### config.mk
export PLATFORM = sky130hd
export DESIGN_NAME = core_param
export DESIGN_NICKNAME = d
export VERILOG_FILES = /design/src/rtl/core_param_pkg.sv /design/src/rtl/core_param_alu.sv /design/src/rtl/core_param.sv
export SDC_FILE = /design/constraint.sdc
export NUM_CORES = 1
export LEC_CHECK = 0
export BUFFER_PORTS_ARGS = -buffer_cell sky130_fd_sc_hd__buf_2
export CORE_MARGIN = 2
export CORE_UTILIZATION = 45
export CTS_CLUSTER_SIZE = 25
export DETAILED_ROUTE_END_ITERATION = 10
export PLACE_DENSITY_LB_ADDON = 0.25
export SETUP_SLACK_MARGIN = 0.15
export SKIP_CTS_REPAIR_TIMING = 1
export SLEW_MARGIN = 20
export SYNTH_ARGS = -nofsm -noshare
export SYNTH_HDL_FRONTEND = slang
export SYNTH_SLANG_ARGS = --single-unit
### constraint.sdc
create_clock -name clock -period 9.24 [get_ports clock]
set_clock_uncertainty 0.2 [all_clocks]
set_input_delay 0.462 -clock clock [delete_from_list [all_inputs] [get_ports clock]]
set_output_delay 0.462 -clock clock [all_outputs]
set_load 0.02 [all_outputs]
### src/rtl/core_param_pkg.sv
// Shared opcode constants, FSM state encoding and decode helpers
// for the core_param accumulator machine.
package core_param_pkg;

  localparam logic [3:0] OP_NOP = 4'h0;
  localparam logic [3:0] OP_LDA = 4'h1;
  localparam logic [3:0] OP_STA = 4'h2;
  localparam logic [3:0] OP_ADD = 4'h3;
  localparam logic [3:0] OP_SUB = 4'h4;
  localparam logic [3:0] OP_LDI = 4'h5;
  localparam logic [3:0] OP_JMP = 4'h6;
  localparam logic [3:0] OP_JZ  = 4'h7;
  localparam logic [3:0] OP_INC = 4'h8;
  localparam logic [3:0] OP_HLT = 4'hF;

  typedef enum logic [2:0] {
    S_IDLE,
    S_FETCH,
    S_DECODE,
    S_MEM_RD,
    S_MEM_WR,
    S_EXEC,
    S_HALT
  } state_t;

  function automatic logic is_mem_rd(input logic [3:0] opc);
    return (opc == OP_LDA) || (opc == OP_ADD) || (opc == OP_SUB);
  endfunction

endpackage

### src/rtl/core_param_alu.sv
// Combinational accumulator datapath: next ACC value, write enable
// and the zero flag that accompanies it.
module core_param_alu #(
  parameter int DATA_W = 16
) (
  input  logic [3:0]        opc,
  input  logic [DATA_W-1:0] acc,
  input  logic [DATA_W-1:0] mdr,
  input  logic [DATA_W-1:0] imm,
  output logic [DATA_W-1:0] res,
  output logic              acc_we,
  output logic              z
);
  import core_param_pkg::*;

  always_comb begin
    res    = acc;
    acc_we = 1'b0;
    case (opc)
      OP_LDA: begin res = mdr;        acc_we = 1'b1; end
      OP_ADD: begin res = acc + mdr;  acc_we = 1'b1; end
      OP_SUB: begin res = acc - mdr;  acc_we = 1'b1; end
      OP_LDI: begin res = imm;        acc_we = 1'b1; end
      OP_INC: begin res = acc + 1'b1; acc_we = 1'b1; end
      default: ;
    endcase
  end

  assign z = (res == '0);

endmodule

### src/rtl/core_param.sv
// Multi-cycle accumulator core: fetch/decode/memory/execute FSM
// with per-access wait timeout and sticky fault.
module core_param #(
  parameter int DATA_W   = 16,
  parameter int ADDR_W   = 9,
  parameter int WAIT_MAX = 15
) (
  input  logic              clock,
  input  logic              reset,
  input  logic              start,
  output logic [ADDR_W-1:0] iram_addr,
  output logic              iram_rden,
  input  logic [ADDR_W+3:0] iram_rdata,
  input  logic              iram_ready,
  output logic [ADDR_W-1:0] dram_addr,
  output logic              dram_rden,
  output logic              dram_wren,
  output logic [DATA_W-1:0] dram_wdata,
  input  logic [DATA_W-1:0] dram_rdata,
  input  logic              dram_ready,
  output logic [ADDR_W-1:0] pc_out,
  output logic [DATA_W-1:0] acc_out,
  output logic              busy,
  output logic              halted,
  output logic              fault
);
  import core_param_pkg::*;

  localparam int INSTR_W = 4 + ADDR_W;
  localparam int CNT_W   = $clog2(WAIT_MAX + 2);

  state_t              state, state_n;
  logic [ADDR_W-1:0]   pc;
  logic [INSTR_W-1:0]  ir;
  logic [DATA_W-1:0]   acc, mdr;
  logic                z;
  logic [CNT_W-1:0]    wait_cnt;
  logic [3:0]          opc;
  logic [ADDR_W-1:0]   opr;
  logic [DATA_W-1:0]   alu_res;
  logic                alu_we, alu_z;
  logic                mem_wait, wait_last, timeout, launch;

  assign opc = ir[INSTR_W-1:ADDR_W];
  assign opr = ir[ADDR_W-1:0];

  core_param_alu #(.DATA_W(DATA_W)) u_alu (
    .opc    (opc),
    .acc    (acc),
    .mdr    (mdr),
    .imm    (DATA_W'(opr)),
    .res    (alu_res),
    .acc_we (alu_we),
    .z      (alu_z)
  );

  assign mem_wait = ((state == S_FETCH)  && !iram_ready) ||
                    ((state == S_MEM_RD) && !dram_ready) ||
                    ((state == S_MEM_WR) && !dram_ready);
  assign wait_last = (wait_cnt == CNT_W'(WAIT_MAX));
  assign timeout   = mem_wait && wait_last;
  assign launch    = ((state == S_IDLE) || (state == S_HALT)) && start;

  always_ff @(posedge clock or posedge reset) begin
    if (reset) state <= S_IDLE;
    else       state <= state_n;
  end

  always_comb begin
    state_n = state;
    unique case (state)
      S_IDLE, S_HALT:
        if (start) state_n = S_FETCH;
      S_FETCH:
        if (iram_ready)     state_n = S_DECODE;
        else if (wait_last) state_n = S_HALT;
      S_DECODE:
        unique case (1'b1)
          is_mem_rd(opc):  state_n = S_MEM_RD;
          (opc == OP_STA): state_n = S_MEM_WR;
          (opc == OP_HLT): state_n = S_HALT;
          default:         state_n = S_EXEC;
        endcase
      S_MEM_RD:
        if (dram_ready)     state_n = S_EXEC;
        else if (wait_last) state_n = S_HALT;
      S_MEM_WR:
        if (dram_ready)     state_n = S_FETCH;
        else if (wait_last) state_n = S_HALT;
      S_EXEC:
        state_n = S_FETCH;
      default:
        state_n = S_IDLE;
    endcase
  end

  always_ff @(posedge clock or posedge reset) begin
    if (reset) begin
      pc       <= '0;
      ir       <= '0;
      acc      <= '0;
      mdr      <= '0;
      z        <= 1'b0;
      wait_cnt <= '0;
      fault    <= 1'b0;
    end else begin
      wait_cnt <= (mem_wait && !wait_last) ? wait_cnt + 1'b1 : '0;
      if (launch) begin
        pc    <= '0;
        fault <= 1'b0;
      end
      if (timeout) fault <= 1'b1;
      if ((state == S_FETCH) && iram_ready) begin
        ir <= iram_rdata;
        pc <= pc + 1'b1;
      end
      if ((state == S_MEM_RD) && dram_ready) mdr <= dram_rdata;
      if (state == S_EXEC) begin
        if (alu_we) begin
          acc <= alu_res;
          z   <= alu_z;
        end
        if ((opc == OP_JMP) || ((opc == OP_JZ) && z)) pc <= opr;
      end
    end
  end

  assign iram_addr  = pc;
  assign iram_rden  = (state == S_FETCH);
  assign dram_addr  = opr;
  assign dram_rden  = (state == S_MEM_RD);
  assign dram_wren  = (state == S_MEM_WR);
  assign dram_wdata = acc;
  assign pc_out     = pc;
  assign acc_out    = acc;
  assign busy       = (state != S_IDLE) && (state != S_HALT);
  assign halted     = (state == S_HALT);

endmodule

After elaboration in Yosys (flattened, before gate mapping) --
Index checks and enable logic that the tools add are counted.
Word-level totals: register bits after elaboration 64, output and inout bits 65, word-level logic and storage cells 73
Operators by class: add/subtract/negate cells 5, eq/ne operators 18, muxes and demuxes 16, reductions and logical operators 26
Operators by type and width (number):
- case mux 16 bit (5 select lines) | 1
- 2-to-1 mux 9 bit | 4
- case mux 3 bit (6 select lines) | 1
- adder 16 x 1 -> 16 bit, second input constant | 1
- adder 16 bit | 1
- equality test 4 x 3 -> 1 bit, second input constant | 4
- zero test 16 bit | 1
- subtractor 16 bit | 1
- 2-to-1 mux 3 bit | 5
- logical AND 1 bit | 10
- adder 9 x 1 -> 9 bit, second input constant | 1
- equality test 3 bit, second input constant | 3
- case mux 3 bit (3 select lines) | 1
- equality test 4 x 2 -> 1 bit, second input constant | 2
- equality test 4 bit, second input constant | 2
- equality test 3 x 2 -> 1 bit, second input constant | 2
- logical OR 1 bit | 6
- adder 5 x 1 -> 5 bit, second input constant | 1
- equality test 5 x 4 -> 1 bit, second input constant | 1
- 2-to-1 mux 5 bit | 1
- OR reduction 5 bit | 1
- equality test 4 x 1 -> 1 bit, second input constant | 1
- equality test 3 x 1 -> 1 bit, second input constant | 1
- zero test 1 bit | 3
- 8 further kinds | 10

Logic depth before layout (Yosys ltp) --
Gate-level depths: netlist of run 1.
depth after elaboration 7, mapped depth 16, mapped depth without buffers 15

By module --
From an unflattened synthesis of run 1, not the netlist that was laid out.
Unflattened totals: cell total of the unflattened synthesis 547, area, all modules 5002.3 µm²
Modules (own cells, without submodules):
- core_param | instances 1, cells each 288, area an instance 3214.3 µm²
- core_param_alu | instances 1, cells each 259, area an instance 1788.0 µm²

Least setup slack after synthesis of run 1 --
OpenSTA, ideal clock, no wires.
path type reg-to-reg, start register mdr[2], end register z, library setup time 76 ps, arrival 3525 ps, path slack 5439 ps, cell stages (with the launch flop) 16, path buffers 1, cells stage by stage dfrtp_1 -> or4_1 -> nor4_1 -> nand2_1 -> o21ai_0 -> xor2_1 -> nor2_1 -> ha_1 -> clkbuf_1 -> or2_2 -> a21oi_1 -> a311oi_1 -> or3_1 -> a32oi_1 -> nand4_1 -> o21ai_1
On the way: longest elaborated chain between the ends 3, elaborated cells between the ends (all ways) 4, classes of those cells 2 x add/sub; 1 x mux; 1 x reduce/logical
Ends and longest elaborated chain:
- start, declared | line core_param.sv:35 | logic [DATA_W-1:0] acc, mdr;
- start signal, assigned | line core_param.sv:117 | if ((state == S_MEM_RD) && dram_ready) mdr <= dram_rdata;
- subtractor 16 bit / adder 16 bit (equally long branches) | line core_param_alu.sv:22, core_param_alu.sv:21
- case mux 16 bit (5 select lines) (*) | line core_param_alu.sv:19 | case (opc)
- zero test 16 bit (*) | line core_param_alu.sv:29 | assign z = (res == '0);
- end signal, assigned | line core_param.sv:121 | z <= alu_z;
- end, declared | line core_param.sv:36 | logic z;
Mark *: on every way between the ends. The rest lies on a longest branch, timed or not. A chain may end at the register's enable or synchronous reset.

Final worst setup path of run 1 --
start register ir[11], end register z
On the way: longest elaborated chain between the ends 4, elaborated cells between the ends (all ways) 10, classes of those cells 5 x eq/ne; 2 x mux; 3 x reduce/logical
Ends and longest elaborated chain:
- start, declared | line core_param.sv:34 | logic [INSTR_W-1:0] ir;
- start signal, assigned | line core_param.sv:114 | ir <= iram_rdata;
- parallel branches: the longest is 4 deep, another holds case mux 16 bit (5 select lines)
Several ways; the timed one is not identified.

==> results.py, run 1 <==
metrics = {
    "timing": {
        "final-setup-viol-count": 0,
        "worst_pin_slew_ns": 0.915,
        "rsz0062_at_grt": "no",
        "drv_slew": 0,
        "layout_min_cycle_time_ns": 4.40,
        "fmax_ghz": 0.227,
        "hold_viol_final": 0,
        "fin_setup_tns_ns": 0,
        "max-slew-margin-rel_pct": 38.8,
        "period_share_pct": 47.7,
    },
    "routing": {
        "antenna_left": 0,
        "wire_per_inst_um": 16.1,
        "routed_wl_um": 12000,
        "wl_met3_um": 870,
        "drtIter0Drc": 406,
        "routed.top_layer": "met4",
        "num_vias": 4144,
        "viasPerCell": 5.56,
        "drc_errors": 0,
        "wl_met1_um": 5350,
        "wl_met2_um": 5570,
        "drt_pre_antenna_iters": 5,
    },
    "setup_path": {
        "cpPeakStageDelay_ns": 0.91,
        "worst-setup-path-type": "flip-flop to flip-flop",
        "endpoint_kind": "flip-flop",
        "cp.arrival_ns": 4.48,
        "crit_end": "z$_DFFE_PP0P_",
        "rrSetupSlack_ns": 4.84,
        "start_kind": "flip-flop",
        "cpMostUsedCell": "nor2_1",
        "required_ns": 9.32,
        "rr_worst_depth": 12,
        "slowest_stage": "nor4b_4",
        "critical_path.max_fanout": 20,
        "r2r-end": "z$_DFFE_PP0P_",
        "path_cells": "nor4b_4 -> nor2_1 -> a22o_1 -> ha_1 -> a211oi_1 -> nor2_1 -> xnor2_1 -> o221ai_1 -> or4_1 -> a2111oi_2 -> nand4_1 -> o21ai_1",
        "critPathLaunch": "ir[11]$_DFFE_PP0P_",
        "r2r_start": "ir[11]$_DFFE_PP0P_",
    },
    "cells_and_area": {
        "finalCoreUtilization_pct": 51.7,
        "stdcell_count": 745,
        "fin_area_mm2": 0.00531,
        "nets": 660,
        "n_antenna_cell": 0,
        "areaGrowthSynthToFinish_pct": 12.5,
        "drive_above_1_share_pct": 26.3,
        "fillers": 997,
    },
    "pwr": {
        "peakVddDrop_mv": 0.201,
        "power_density_mw_per_mm2": 416,
        "p_leak_nw": 2.49,
    },
    "die": {
        "io_pins": 99,
        "core_mm2": 0.0103,
        "start_util_pct": 45.9,
        "die_area_mm2": 0.0113,
        "rows": 37,
        "die_x_um": 106,
        "die_height_um": 106,
    },
    "synth": {
        "synth.ff_latch_count": 64,
        "synth_top_cell_by_area": "dfrtp_1",
        "netlist_instances": 548,
        "synthArstFlopShare_pct": 100,
        "synth.avg_cell_area_um2": 8.62,
        "synth-edff-count": 0,
        "synthFlopType": "dfrtp_1",
        "ys_seq_area_share_pct": 33.9,
        "synth_most_common_cell": "nand2_1",
        "synth_area_leaders": "dfrtp_1 (34%), mux2_2 (7.2%), ha_1 (5.6%), buf_4 (5.4%), nand2_1 (5.4%)",
        "synth_area_mm2": 0.00472,
        "synth.distinct_cells": 63,
        "synth_common_cells": "nand2_1 (68), dfrtp_1 (64), nor2_1 (49)",
        "ys_warn_count": 0,
        "synth_top_area_share_pct": 33.9,
        "synth_fp_nets": 604,
    },
    "placed_design": {
        "placed_area_mm2": 0.00508,
        "gp_congestion": 0.957,
        "dpl.hpwl_um": 8960,
        "placed_cells": 729,
        "io_buffers": 98,
    },
    "global_route": {
        "grt_pass1_vias": 3839,
        "grt_overflow": 0,
        "grt_first_pass_wirelength_um": 19500,
        "track_usage_pct": 21.8,
        "grt_max_degree": 65,
        "antenna_found_initial": 0,
    },
    "worst_hold_path": {
        "hold_path_class": "input port to flip-flop",
    },
    "clock_tree": {
        "cts_tree": "done",
        "clockBufferDepth": 2,
        "clockRootBuffer": "clkbuf_8",
        "clk_latency_ns": 0.35,
        "cts_buffers": 9,
        "htree_levels": 3,
        "clock-sinks": 64,
        "clk_pin_slew_worst_paths_ns": 0.08,
    },
    "status": {
        "status": "completed",
    },
    "flow_run": {
        "maxCapViolations": 0,
    },
}
[metrics by stage]
stage                     worst slack, ns  hold WS, ns  power (W)
after detailed placement             4.92        0.255    0.00192
after global placement               4.97        0.244    0.00190
final                                4.84        0.117    0.00221
after global routing                 4.43        0.110    0.00239
after floorplan                      5.44        0.231    0.00162
after CTS                            4.88        0.105    0.00220
[report_power, final]
part           internal, W  switching, W
sequential        0.000395      0.000214
clock             0.000155      0.000122
combinational     0.000538      0.000784
[layout by cell type, fill, tap and decap left out, types with 15 or more instances in the layout]
cell type and count:
dfrtp_1 64, inv_1 21, a21oi_1 26, nand2_1 68
o21ai_0 38, mux2_2 30, nor2_1 49, ha_1 21
xor2_1 15, buf_2 98
[layout make-up]
type                            instances  area [µm²]  share of cell area, %
Multi-Input combinational cell        403        2690                   50.7
Sequential cell                        64        1600                   30.2
Timing Repair Buffer                  104         536                   10.1
Tap cell                              136         170                   3.20
Clock buffer                            9         124                   2.33
Clock inverter                          7         104                   1.96
Inverter                               22        82.6                   1.56
[how the worst min path moves through the flow]
| stage | to | startpoint | slack [ns] | depth (start not counted) |
|---|---|---|---|---|
| 2_1_floorplan | wait_cnt[0]$_DFF_PP0_ | wait_cnt[0]$_DFF_PP0_ | 0.23 | 1 |
| 3_3_place_gp | wait_cnt[0]$_DFF_PP0_ | wait_cnt[0]$_DFF_PP0_ | 0.24 | 1 |
| 5_1_grt | ir[11]$_DFFE_PP0P_ | iram_rdata[11] | 0.11 | 2 |
| 6_report | ir[8]$_DFFE_PP0P_ | iram_rdata[8] | 0.12 | 3 |
| 4_1_cts | ir[8]$_DFFE_PP0P_ | iram_rdata[8] | 0.11 | 3 |
| 3_5_place_dp | wait_cnt[0]$_DFF_PP0_ | wait_cnt[0]$_DFF_PP0_ | 0.26 | 1 |
[sequential cells by signal (all words and copies together) (netlist names)]
name	count
acc_out	16
fault	1
ir	13
iram_addr	9
mdr	16
state	3
wait_cnt	5
z	1
[layer usage]
| layer | up-vias | track usage, % |
|---|---|---|
| met2 | 168 | 34.2 |
| met5 | - | 0 |
| met4 | 0 | 6.86 |
| met3 | 13 | 4.54 |
| met1 | 1944 | 30.2 |
| li1 | 2019 | - |
[kinds of logic (layout without fill, tap and decap cells)]
family / count (synthesis) / after routing / share of synthesized area, %
buffers and inverters: 81 / 142 / 9.19
XOR/XNOR: 28 / 28 / 5.19
AND/OR/NAND/NOR: 189 / 189 / 19.7
AO/OA/AOI/OAI: 124 / 124 / 16.7
flip-flops: 64 / 64 / 33.9
adder cells (fa/ha/maj): 22 / 22 / 5.99
multiplexers: 40 / 40 / 9.27
[worst max-delay path, delay by kind of cell, from the launching register on]
kind,cells,cell delay (ns)
AND/OR/NAND/NOR,5,1.84
XOR/XNOR,1,0.14
flip-flops,1,0.66
AO/OA/AOI/OAI,5,1.21
adder cells (fa/ha/maj),1,0.28
Power figures use the tool's default switching activity.
==> inputs of run 2 (changes only) <==
==> constraint.sdc (replaced) <==
create_clock -name clock -period 4.6 [get_ports clock]
set_clock_uncertainty 0.2 [all_clocks]
set_input_delay 0.23 -clock clock [delete_from_list [all_inputs] [get_ports clock]]
set_output_delay 0.23 -clock clock [all_outputs]
set_load 0.02 [all_outputs]
==> run 2 against run 1 <==
Compared with the run above:
- via count increased by 4.0%
- first-iteration DRC count down 26%
- routed wire length grew 6.2%
- setup slack got worse by 4.3 ns
- combinational power increased by 110%
- count of clock-buffer cells in the layout increased by 2
- critical endpoint unchanged
- largest cell class unchanged
==> results.py, run 2 (synthesis results as in run 1) <==
metrics = {
    "routing": {
        "routed_wl_um": 12700,
        "drtIter0Drc": 301,
        "drt_pre_antenna_iters": 7,
        "antenna_left": 0,
        "wl_met1_um": 5780,
        "num_vias": 4310,
        "wl_met2_um": 5940,
        "wire_per_inst_um": 16.3,
        "routed.top_layer": "met4",
        "wl_met3_um": 706,
        "viasPerCell": 5.54,
        "drc_errors": 0,
    },
    "status": {
        "status": "completed",
    },
    "cells_and_area": {
        "n_antenna_cell": 0,
        "drive_above_1_share_pct": 25.5,
        "finalCoreUtilization_pct": 54.5,
        "seq_area_mm2": 0.00160,
        "final_cell_mix": "buf_2 (98), nand2_1 (68), dfrtp_1 (64), nor2_1 (49), o21ai_0 (38)",
        "areaGrowthSynthToFinish_pct": 18.6,
        "stdcell_count": 778,
        "nets": 693,
        "final_common_cell": "buf_2",
        "fillers": 987,
        "multiInputGateArea_mm2": 0.00270,
    },
    "setup_path": {
        "slowest_stage": "dfrtp_1",
        "crit_end": "z$_DFFE_PP0P_",
        "path_cells": "nor4b_4 -> nor2_1 -> a22o_1 -> ha_1 -> a211oi_1 -> nor2_1 -> xnor2_1 -> o221ai_1 -> or4_1 -> a2111oi_2 -> nand4_1 -> o21ai_1",
        "rrSetupSlack_ns": 0.56,
        "r2r-end": "z$_DFFE_PP0P_",
        "cpPeakStageDelay_ns": 0.63,
        "critical_path.max_fanout": 15,
        "r2r_start": "ir[12]$_DFFE_PP0P_",
        "start_kind": "flip-flop",
        "critPathLaunch": "ir[12]$_DFFE_PP0P_",
        "endpoint_kind": "flip-flop",
        "cp.arrival_ns": 4.12,
        "cpMostUsedCell": "nor2_1",
        "required_ns": 4.68,
        "rr_worst_depth": 12,
        "worst-setup-path-type": "flip-flop to flip-flop",
    },
    "placed_design": {
        "gp_congestion": 0.935,
        "dpl.hpwl_um": 9360,
        "placed_cells": 732,
        "io_buffers": 98,
    },
    "global_route": {
        "antenna_found_initial": 0,
        "grt_pass1_vias": 3992,
        "grt_overflow": 0,
        "grt_first_pass_wirelength_um": 20400,
        "grt_max_degree": 65,
        "track_usage_pct": 22.8,
    },
    "die": {
        "start_util_pct": 45.9,
        "core_mm2": 0.0103,
        "rows": 37,
        "io_pins": 99,
        "die_x_um": 106,
        "die_area_mm2": 0.0113,
        "die_height_um": 106,
    },
    "timing": {
        "max-slew-margin-rel_pct": 28.9,
        "layout_min_cycle_time_ns": 4.04,
        "fin_setup_tns_ns": 0,
        "rsz0062_at_grt": "no",
        "drv_slew": 0,
        "worst_pin_slew_ns": 1.06,
        "final-setup-viol-count": 0,
        "hold_viol_final": 0,
        "fmax_ghz": 0.247,
        "period_share_pct": 87.9,
    },
    "clock_tree": {
        "clk_latency_ns": 0.35,
        "clk_pin_slew_worst_paths_ns": 0.09,
        "cts_buffers": 9,
        "cts_tree": "done",
        "htree_levels": 3,
        "clock-sinks": 64,
        "clockBufferDepth": 2,
        "clockRootBuffer": "clkbuf_8",
    },
    "flow_run": {
        "maxCapViolations": 0,
    },
    "pwr": {
        "totalPowerFinal_w": 0.00440,
        "p_leak_nw": 2.61,
        "power_density_mw_per_mm2": 785,
        "peakVddDrop_mv": 0.333,
    },
    "worst_hold_path": {
        "hold_path_class": "input port to flip-flop",
    },
}
[run 2: cell types whose count changed in the layout (fill, tap and decap cells not counted)]
cell	delta
clkinv_2	+1
clkbuf_8	+2
nor4_2	+1
bufinv_16	-2
buf_4	+3
dlygate4sd3_1	+30
clkinv_4	-3
clkinvlp_4	+2
nor4_1	-1
[run 2: area by class of cell]
type / count / area share [%]
repair buffers: 137 / 15.3
inverters: 22 / 1.47
multi-input cells: 403 / 48.2
well taps: 136 / 3.04
flip-flops and latches: 64 / 28.6
clock inverters: 5 / 0.670
clock buffers: 11 / 2.70
[run 2: per-layer routing]
| layer | vias to the layer above | track usage, % |
|---|---|---|
| met3 | 18 | 5.09 |
| met4 | 0 | 7.70 |
| met1 | 2052 | 31.3 |
| met2 | 142 | 35.6 |
| li1 | 2098 | - |
| met5 | - | 0 |
[run 2: metrics by stage]
| step | setup slack, ns | hold WS, ns | instance area (µm²) |
|---|---|---|---|
| floorplan | 0.799 | 0.147 | 4720 |
| global placement | 0.580 | 0.233 | 5100 |
| detailed placement | 0.495 | 0.240 | 5100 |
| CTS | 0.490 | -0.126 | 5290 |
| global route | 0.245 | 0.0357 | 5600 |
| finish | 0.558 | 0.0447 | 5600 |
[run 2: worst max-delay path: cells and delay by family (launching register included)]
family,cells,cell delay (ns)
compound gates,5,1.21
flops,1,0.63
fa+ha+maj,1,0.28
simple gates,5,1.52
xor+xnor,1,0.15
[run 2: worst min path at each step]
stage | from | endpoint | cells after the start
5_1_grt | iram_ready | state[2]$_DFFE_PP0P_ | 4
6_report | iram_ready | state[2]$_DFFE_PP0P_ | 4
3_5_place_dp | iram_rdata[8] | ir[8]$_DFFE_PP0P_ | 3
4_1_cts | iram_rdata[8] | ir[8]$_DFFE_PP0P_ | 3
3_3_place_gp | iram_rdata[8] | ir[8]$_DFFE_PP0P_ | 3
2_1_floorplan | iram_rdata[8] | ir[8]$_DFFE_PP0P_ | 2
[run 2: power breakdown]
group	internal, W	switching (W)
clock	0.000228	0.000252
combinational	0.00112	0.00160
sequential	0.000793	0.000405
total	0.00214	0.00226
